--- src/rtl/bisection_search.sv ---
// Closed-loop bisection controller: searches the reference-current code i_ref
// until the plant's measured_q lands within TOL of desired_q.
module bisection_search #(
    parameter int WIDTH  = 10,
    parameter int TOL    = 1,
    parameter int SETTLE = 2
) (
    input  logic             clk,
    input  logic             rst,
    input  logic             ready,
    input  logic [WIDTH-1:0] desired_q,
    input  logic [WIDTH-1:0] measured_q,
    input  logic [WIDTH-1:0] i_ref_setup,
    output logic [WIDTH-1:0] i_ref
);

    localparam int CNT_W = (SETTLE < 2) ? 1 : $clog2(SETTLE + 1);
    localparam logic [CNT_W-1:0] SETTLE_C = CNT_W'(SETTLE);
    localparam logic [CNT_W-1:0] CNT_ONE  = CNT_W'(1);
    localparam logic [WIDTH-1:0] TOL_C    = WIDTH'(TOL);
    localparam logic [WIDTH-1:0] MAX_CODE = '1;
    localparam logic [WIDTH-1:0] ONE_C    = WIDTH'(1);

    typedef enum logic [2:0] {IDLE, SET, WAIT, CMP, DONE} state_t;

    state_t           state;
    logic [WIDTH-1:0] low;
    logic [WIDTH-1:0] high;
    logic [WIDTH-1:0] error;
    logic             converged;
    logic             exhausted;
    logic [CNT_W-1:0] settle_cnt;

    // Unsigned distance without wrap: subtract the smaller from the larger.
    function automatic logic [WIDTH-1:0] abs_diff(input logic [WIDTH-1:0] a,
                                                  input logic [WIDTH-1:0] b);
        return (a >= b) ? (a - b) : (b - a);
    endfunction

    logic [WIDTH:0]   span_sum;
    logic [WIDTH-1:0] mid;
    logic [WIDTH-1:0] q_err;
    logic             q_below;
    logic             within_tol;
    logic [WIDTH-1:0] low_next;
    logic [WIDTH-1:0] high_next;

    always_comb begin
        span_sum   = {1'b0, low} + {1'b0, high};
        mid        = span_sum[WIDTH:1];
        q_err      = abs_diff(desired_q, measured_q);
        q_below    = measured_q < desired_q;
        within_tol = q_err <= TOL_C;
        low_next   = i_ref + ONE_C;
        high_next  = i_ref - ONE_C;
    end

    always_ff @(posedge clk) begin
        if (rst) begin
            state      <= IDLE;
            i_ref      <= '0;
            low        <= '0;
            high       <= '0;
            error      <= '1;
            converged  <= 1'b0;
            exhausted  <= 1'b0;
            settle_cnt <= '0;
        end else if (ready) begin
            case (state)
                IDLE: begin
                    low   <= '0;
                    high  <= i_ref_setup;
                    state <= SET;
                end
                SET: begin
                    i_ref      <= mid;
                    settle_cnt <= SETTLE_C;
                    state      <= WAIT;
                end
                WAIT: begin
                    settle_cnt <= settle_cnt - CNT_ONE;
                    if (settle_cnt <= CNT_ONE)
                        state <= CMP;
                end
                CMP: begin
                    error <= q_err;
                    if (within_tol) begin
                        converged <= 1'b1;
                        state     <= DONE;
                    end else if (q_below) begin
                        // Raising low past the top code or past high means no code left.
                        if (i_ref == MAX_CODE || low_next > high) begin
                            exhausted <= 1'b1;
                            state     <= DONE;
                        end else begin
                            low   <= low_next;
                            state <= SET;
                        end
                    end else begin
                        if (i_ref == '0 || low > high_next) begin
                            exhausted <= 1'b1;
                            state     <= DONE;
                        end else begin
                            high  <= high_next;
                            state <= SET;
                        end
                    end
                end
                DONE: begin
                    state <= DONE;
                end
                default: state <= IDLE;
            endcase
        end
    end

endmodule

--- config.mk ---
export PLATFORM = sky130hd
export DESIGN_NAME = bisection_search
export DESIGN_NICKNAME = d
export VERILOG_FILES = /design/src/rtl/bisection_search.sv
export SDC_FILE = /design/constraint.sdc
export NUM_CORES = 1
export LEC_CHECK = 0
export ABC_CLOCK_PERIOD_IN_PS = 3400
export CORE_MARGIN = 8
export CORE_UTILIZATION = 35
export DETAILED_ROUTE_END_ITERATION = 8
export SYNTH_ARGS = -nofsm -noshare
export SYNTH_HDL_FRONTEND = slang
export SYNTH_SLANG_ARGS = --single-unit
--- constraint.sdc ---
create_clock -name clk -period 3.4 [get_ports clk]
set_clock_uncertainty 0.05 [all_clocks]
set_input_delay 0.51 -clock clk [delete_from_list [all_inputs] [get_ports clk]]
set_output_delay 0.51 -clock clk [all_outputs]
set_load 0.01 [all_outputs]
Yosys cells after proc, flatten, opt, wreduce, memory -nomap -nowiden
Cells that the tools add are included.
{"block": "word_totals", "regBits": 35, "output_inout_bits": 10, "word_cells": 55}
{"block": "classes", "n_eq_ne": 11, "muxes": 16, "reduce_logical": 11, "addsub": 6, "n_lt_le_gt_ge": 6}
{"cell": "$mux W10", "count": 7}
{"cell": "$pmux W10 S2", "count": 2}
{"cell": "$gt A10 B10 Y1", "count": 2}
{"cell": "$sub A10 B10 Y10", "count": 2}
{"cell": "$mux W3", "count": 5}
{"cell": "$pmux W3 S5", "count": 1}
{"cell": "$ne A2 B2 Y1 const B", "count": 6}
{"cell": "$add A10 B10 Y11", "count": 1}
{"cell": "$add A10 B1 Y10 const B", "count": 1}
{"cell": "$eq A10 B10 Y1 const B", "count": 1}
{"cell": "$ge A10 B10 Y1", "count": 1}
{"cell": "$le A10 B1 Y1 const B", "count": 1}
{"cell": "$logic_not A10 Y1", "count": 1}
{"cell": "$lt A10 B10 Y1", "count": 1}
{"cell": "$reduce_and A5 Y1", "count": 2}
{"cell": "$sub A10 B1 Y10 const B", "count": 1}
{"cell": "$eq A3 B2 Y1 const B", "count": 2}
{"cell": "$reduce_and A2 Y1", "count": 3}
{"cell": "$pmux W2 S2", "count": 1}
{"cell": "$reduce_bool A2 Y1", "count": 2}
{"cell": "$eq A3 B1 Y1 const B", "count": 1}
{"cell": "$eq A3 B3 Y1 const B", "count": 1}
{"cell": "$logic_not A3 Y1", "count": 1}
{"cell": "$le A2 B1 Y1 const B", "count": 1}
{"cell": "2 further kinds", "count": 3}

Logic depth before layout (Yosys ltp)
Gate-level depths: netlist of run 1.
{"block": "logic_depth", "word_depth": 7, "ltp_mapped": 14}

Least setup slack after synthesis of run 1
OpenSTA, ideal clock, no wires.
{"block": "synth_timing", "path_type": "register to register", "startpoint": "reg i_ref[2]", "endpoint": "reg low[8]", "setup_slack_ps": -17, "synth_period_minus_slack_ps": 3417, "n_path_buf": 2, "arrival_time_ps": 3251, "path_stages_with_launch": 15, "cell_sequence": "dfxtp_1 clkbuf_1 nand3_1 nor2_1 nand3_1 xnor2_1 ha_1 nand4_1 o32ai_1 a31oi_1 or4_4 a2111oi_4 buf_6 nor4b_1 a41o_1"}
{"block": "synth_between", "elab_chain_len": 5, "word_cells_on_any_way": 10}
{"item": "from (decl)", "line": "14", "text": "output logic [WIDTH-1:0] i_ref"}
{"item": "from (signal assigned)", "line": "76", "text": "i_ref <= mid;"}
{"item": "$add A10 B1 Y10", "line": "54", "text": "low_next = i_ref + ONE_C;"}
{"item": "$gt A10 B10 Y1 or $mux W10 (tied branches)", "line": "92", "text": "if (i_ref == MAX_CODE || low_next > high) begin"}
{"item": "$logic_or A1 B1 Y1 or $mux W10 (tied branches)", "line": "92, 90"}
{"item": "$ne A2 B2 Y1 (no source line) or $mux W10 (tied branches)"}
{"item": "$reduce_and A5 Y1 (no source line) or $pmux W10 S2 (tied branches)"}
{"item": "to (signal assigned)", "line": "96", "text": "low <= low_next;"}
{"item": "to (decl)", "line": "27", "text": "logic [WIDTH-1:0] low;"}
Parallel ways exist; a longest one is shown, timed or not. The select of a mux whose other input is x is not followed.
A chain may end at the register's enable or synchronous reset.

Final worst setup path of run 1
{"block": "layout_timing", "startpoint": "in measured_q[5]", "endpoint": "reg low[6]"}
{"block": "layout_between", "elab_chain_len": 5, "word_cells_on_any_way": 9}
{"item": "from (decl)", "line": "12", "text": "input logic [WIDTH-1:0] measured_q,"}
{"item": "$sub A10 B10 Y10 or $ge A10 B10 Y1 (tied branches)", "line": "37", "text": "return (a >= b) ? (a - b) : (b - a);"}
{"item": "$mux W10", "line": "37"}
{"item": "$le A10 B1 Y1", "line": "53", "text": "within_tol = q_err <= TOL_C;"}
{"item": "$ne A2 B2 Y1 (no source line)"}
{"item": "$reduce_and A5 Y1 (no source line) (*)"}
Mark *: on every way between the ends. The rest lies on a longest branch, timed or not.

==> results of run 1 <==
==> through the flow <==
step / worst slack, ps / std cells / setup TNS, ps / hold WS [ps] / total power, mW
2_1_floorplan: 17.18 / 519 / 0 / 409.0 / 0.8091
3_3_place_gp: -641.2 / 755 / -10920 / 430.0 / 1.031
3_5_place_dp: -741.2 / 755 / -12300 / 444.7 / 1.036
4_1_cts: 6.354 / 767 / 0 / 459.6 / 1.618
5_1_grt: -104.2 / 771 / -685.7 / 483.0 / 1.745
6_report: -25.97 / 771 / -50.03 / 462.9 / 1.666
==> synthesized netlist by cell type (4+ instances only) <==
library cell	number
inv_1	48
nand2_1	27
buf_2	6
o41ai_1	13
and2_1	4
nor4_1	6
nor2_1	54
clkbuf_1	17
xor2_1	13
ha_1	52
a21o_1	6
and3_1	5
nor2b_1	12
a21oi_1	31
or2_2	4
o21ai_0	30
a211oi_1	15
o2111ai_1	6
nor3_1	17
buf_6	6
dfxtp_1	35
a41o_1	4
nand2b_1	6
nand4_1	5
xnor2_1	10
nand3_1	13
o21a_1	6
nor4b_1	4
==> power by group <==
group | internal [mW] | switching [mW]
sequential | 0.427 | 0.0195
clock | 0.342 | 0.178
combinational | 0.340 | 0.359
total | 1.11 | 0.556
==> per-layer routing <==
layer,share of wire (%),wire length [µm],GRT usage [%],vias to the layer above
met2,52,6785,31.36,93
met1,42,5552,19.26,2055
met4,2.3,306,5.941,0
met5,0,0,0,-
li1,-,-,-,2101
met3,3.4,449,2.668,22
==> flip-flops by register name, summed over array words and instances (netlist names) <==
name        cells
high           10
state           3
i_ref          10
low            10
settle_cnt      2
==> final timing paths <==
path / start / end / slack [ps]
min: low[2]$_SDFFE_PP0P_ / low[2]$_SDFFE_PP0P_ / 460
min reg2reg: low[2]$_SDFFE_PP0P_ / low[2]$_SDFFE_PP0P_ / 460
max reg2reg: i_ref[4]$_SDFFE_PP0P_ / low[6]$_SDFFE_PP0P_ / 40
max: measured_q[5] / low[6]$_SDFFE_PP0P_ / -30
==> worst max-delay path, delay by kind of cell <==
family | cells | cell delay, ps
and+or+nand+nor | 4 | 1180
AOI/OAI and AO/OA | 4 | 1010
buffers and inverters | 2 | 670
adders and majority gates | 1 | 190
==> repair_timing <==
item                                    in CTS  in global routing
buffers inserted                             6                  5
pin swaps                                   29                 30
cloned                                       1                  0
endpoints found under the setup margin      21                 20
gates resized for setup                     77                 67
==> area by class of cell <==
class | instances | share of cell area (%)
Inverter | 49 | 3.303
Sequential cell | 35 | 12.47
Clock buffer | 6 | 2.253
Tap cell | 143 | 3.128
Clock inverter | 1 | 0.5250
Timing Repair Buffer | 134 | 20.00
Multi-Input combinational cell | 403 | 58.32
==> cell families (layout without fill, tap and decap cells) <==
logic type / count (synthesis) / count (layout)
flip-flops: 35 / 35
XOR/XNOR: 23 / 23
adder cells (fa/ha/maj): 55 / 55
buffers and inverters: 81 / 190
AND/OR/NAND/NOR: 172 / 172
multiplexers: 3 / 3
AO/OA/AOI/OAI: 150 / 150
==> impl_metrics.prom, run 1 <==
# TYPE chip_impl_metric gauge
chip_impl_info{name="run_status",value="finished with violations"} 1
chip_impl_info{name="violations",value="negative setup slack"} 1
chip_impl_info{name="combinational_family_with_the_most_area_after_synthesis",value="compound AO/OA/AOI/OAI gates"} 1
chip_impl_metric{name="synth_largest_type_area_fraction",unit="%"} 17.58
chip_impl_metric{name="cts.htree.levels",unit=""} 2
chip_impl_metric{name="cts.sinks",unit=""} 35
chip_impl_metric{name="num-nets-final",unit=""} 716
chip_impl_metric{name="detailedRoute.firstIterationViolations",unit=""} 272
chip_impl_metric{name="die-area",unit="µm²"} 15060
chip_impl_info{name="hold_path.class",value="flop to flop"} 1
chip_impl_metric{name="grt_pass1_vias",unit=""} 4219
chip_impl_info{name="critPathLaunchType",value="primary input"} 1
chip_impl_metric{name="routed_wire_length_per_instance",unit="µm"} 16.98
chip_impl_metric{name="cts.reportedPaths.clkPinSlew",unit="ps"} 60
chip_impl_metric{name="layout-area-overhead-vs-synth",unit="%"} 43.52
chip_impl_info{name="synth.top_cells.by_area",value="dfxtp_1, ha_1, nor2_1, inv_1, a21oi_1"} 1
chip_impl_metric{name="max_rail_drop_vdd",unit="mV"} 0.1843
chip_impl_metric{name="fillCellCount",unit=""} 1077
chip_impl_info{name="mostFrequentLayoutCells",value="buf_4, nor2_1, inv_1"} 1
chip_impl_metric{name="seq_area_frac_synth",unit="%"} 17.58
chip_impl_info{name="cp_endpoint_kind",value="flop"} 1
chip_impl_metric{name="multiInputGateArea",unit="µm²"} 3336
chip_impl_metric{name="holdPathStages",unit=""} 2
chip_impl_info{name="crit_path_frequent_cell",value="or4_4"} 1
chip_impl_metric{name="number_of_instances_in_the_synthesized_netlist",unit=""} 519
chip_impl_metric{name="grt_start_max_net_pins",unit=""} 37
chip_impl_metric{name="pin_count",unit=""} 43
chip_impl_metric{name="yosys.area_share.simple",unit="%"} 21.98
chip_impl_metric{name="setup_violations",unit=""} 3
chip_impl_metric{name="final_max_tran_viols",unit=""} 0
chip_impl_metric{name="crit_arrival",unit="ps"} 3550
chip_impl_metric{name="final_antenna_net_count",unit=""} 0
chip_impl_metric{name="worst_path_largest_cell_delay",unit="ps"} 550
chip_impl_metric{name="cts_buffer_depth",unit=""} 2
chip_impl_metric{name="drc_errors",unit=""} 0
chip_impl_metric{name="stdcell_area",unit="µm²"} 5719
chip_impl_metric{name="die_width",unit="µm"} 122.7
chip_impl_metric{name="row_count",unit=""} 39
chip_impl_metric{name="asyncSetResetFlopFracSynth",unit="%"} 0
chip_impl_info{name="crit_slowest_cell",value="or4_4"} 1
chip_impl_metric{name="synthesized_area_fraction_occupied_by_adder_cells",unit="%"} 17.83
chip_impl_info{name="ys.flop_type",value="dfxtp_1"} 1
chip_impl_info{name="cp_cell_sequence",value="clkdlybuf4s50_1, ha_4, or4_4, o2bb2ai_4, o21ba_1, nor2_2, or4_4, a2111oi_4, buf_4, nor4b_1, a41o_1"} 1
chip_impl_metric{name="finalHoldViolCount",unit=""} 0
chip_impl_metric{name="grt_first_pass_wirelength",unit="mm"} 20.62
chip_impl_metric{name="vias",unit=""} 4271
chip_impl_metric{name="area_occupied_by_registers",unit="µm²"} 713.2
chip_impl_metric{name="insertion_delay",unit="ps"} 280
chip_impl_metric{name="initial_utilization",unit="%"} 35.35
chip_impl_metric{name="power.leakage",unit="nW"} 2.507
chip_impl_metric{name="critPathMaxFanout",unit=""} 6
chip_impl_metric{name="dpl_cell_area",unit="µm²"} 5036
chip_impl_metric{name="final_layout_size_suffix_gt1_share",unit="%"} 31.37
chip_impl_metric{name="timing.critical_path.required",unit="ps"} 3520
chip_impl_metric{name="worst_pin_slew",unit="ps"} 831.0
chip_impl_metric{name="synth_enable_flop_cells",unit=""} 0
chip_impl_metric{name="antenna_cells_inserted",unit=""} 0
chip_impl_metric{name="synth-warning-count",unit=""} 0
chip_impl_metric{name="die_h",unit="µm"} 122.7
chip_impl_info{name="post-synth-top-area-cell",value="dfxtp_1"} 1
chip_impl_metric{name="tritoncts.num_buffers",unit=""} 5
chip_impl_metric{name="post_synth_xor_area_fraction",unit="%"} 5.055
chip_impl_info{name="timing_worst_setup_path_type",value="primary input to flop"} 1
chip_impl_info{name="layout.cells.most_common",value="buf_4"} 1
chip_impl_metric{name="wl",unit="mm"} 13.09
chip_impl_metric{name="drt-vias-per-instance",unit=""} 5.540
chip_impl_info{name="rsz0062_at_grt",value="yes"} 1
chip_impl_metric{name="place.gp.congestion",unit=""} 0.8939
chip_impl_info{name="clk_root_buffer_cell",value="clkbuf_16"} 1
chip_impl_metric{name="powerDensity",unit="nW/µm²"} 291.2
chip_impl_metric{name="drv.max_cap_violation_count",unit=""} 0
chip_impl_metric{name="mappedNetlistArea",unit="µm²"} 3985
chip_impl_metric{name="grt_antenna_before_repair",unit=""} 0
chip_impl_metric{name="detailedRoute.firstPassIterationCount",unit=""} 5
chip_impl_metric{name="dp_hpwl",unit="mm"} 9.642
chip_impl_metric{name="syn_area_per_cell",unit="µm²"} 7.678
chip_impl_metric{name="compound_cell_area_share_of_the_yosys_netlist",unit="%"} 27.38
chip_impl_metric{name="period_utilization_post_route",unit="%"} 100.8
chip_impl_metric{name="final.setup.worst_slack",unit="ps"} -25.97
chip_impl_metric{name="core",unit="µm²"} 11270
chip_impl_metric{name="port_buffers",unit=""} 42
chip_impl_metric{name="r2r.worst_path.cells",unit=""} 13
chip_impl_metric{name="layout.core_utilization",unit="%"} 50.74
chip_impl_metric{name="fmax",unit="MHz"} 291.9
chip_impl_metric{name="post_synth_num_cell_types",unit=""} 67
chip_impl_metric{name="share_of_synthesized_area_spent_on_multiplexers",unit="%"} 0.7535
chip_impl_metric{name="holdBufCountCts",unit=""} 0
chip_impl_metric{name="grtUsageTotal",unit="%"} 16.97
chip_impl_metric{name="timing.slew.headroom",unit="%"} 44.43
chip_impl_metric{name="gr-total-overflow",unit=""} 0
chip_impl_info{name="tritoncts",value="yes"} 1
chip_impl_metric{name="yosys_register_bits",unit=""} 35
chip_impl_metric{name="synth.net_count",unit=""} 607
chip_impl_metric{name="timing.final.crit_period",unit="ps"} 3426
Power figures use the tool's default switching activity.
==> run 2: changes to the inputs <==
Settings changed: PLACE_DENSITY set to 0.6.
==> results of run 2 <==
The final DEF is identical to that of run 1; final timing and power are the same.
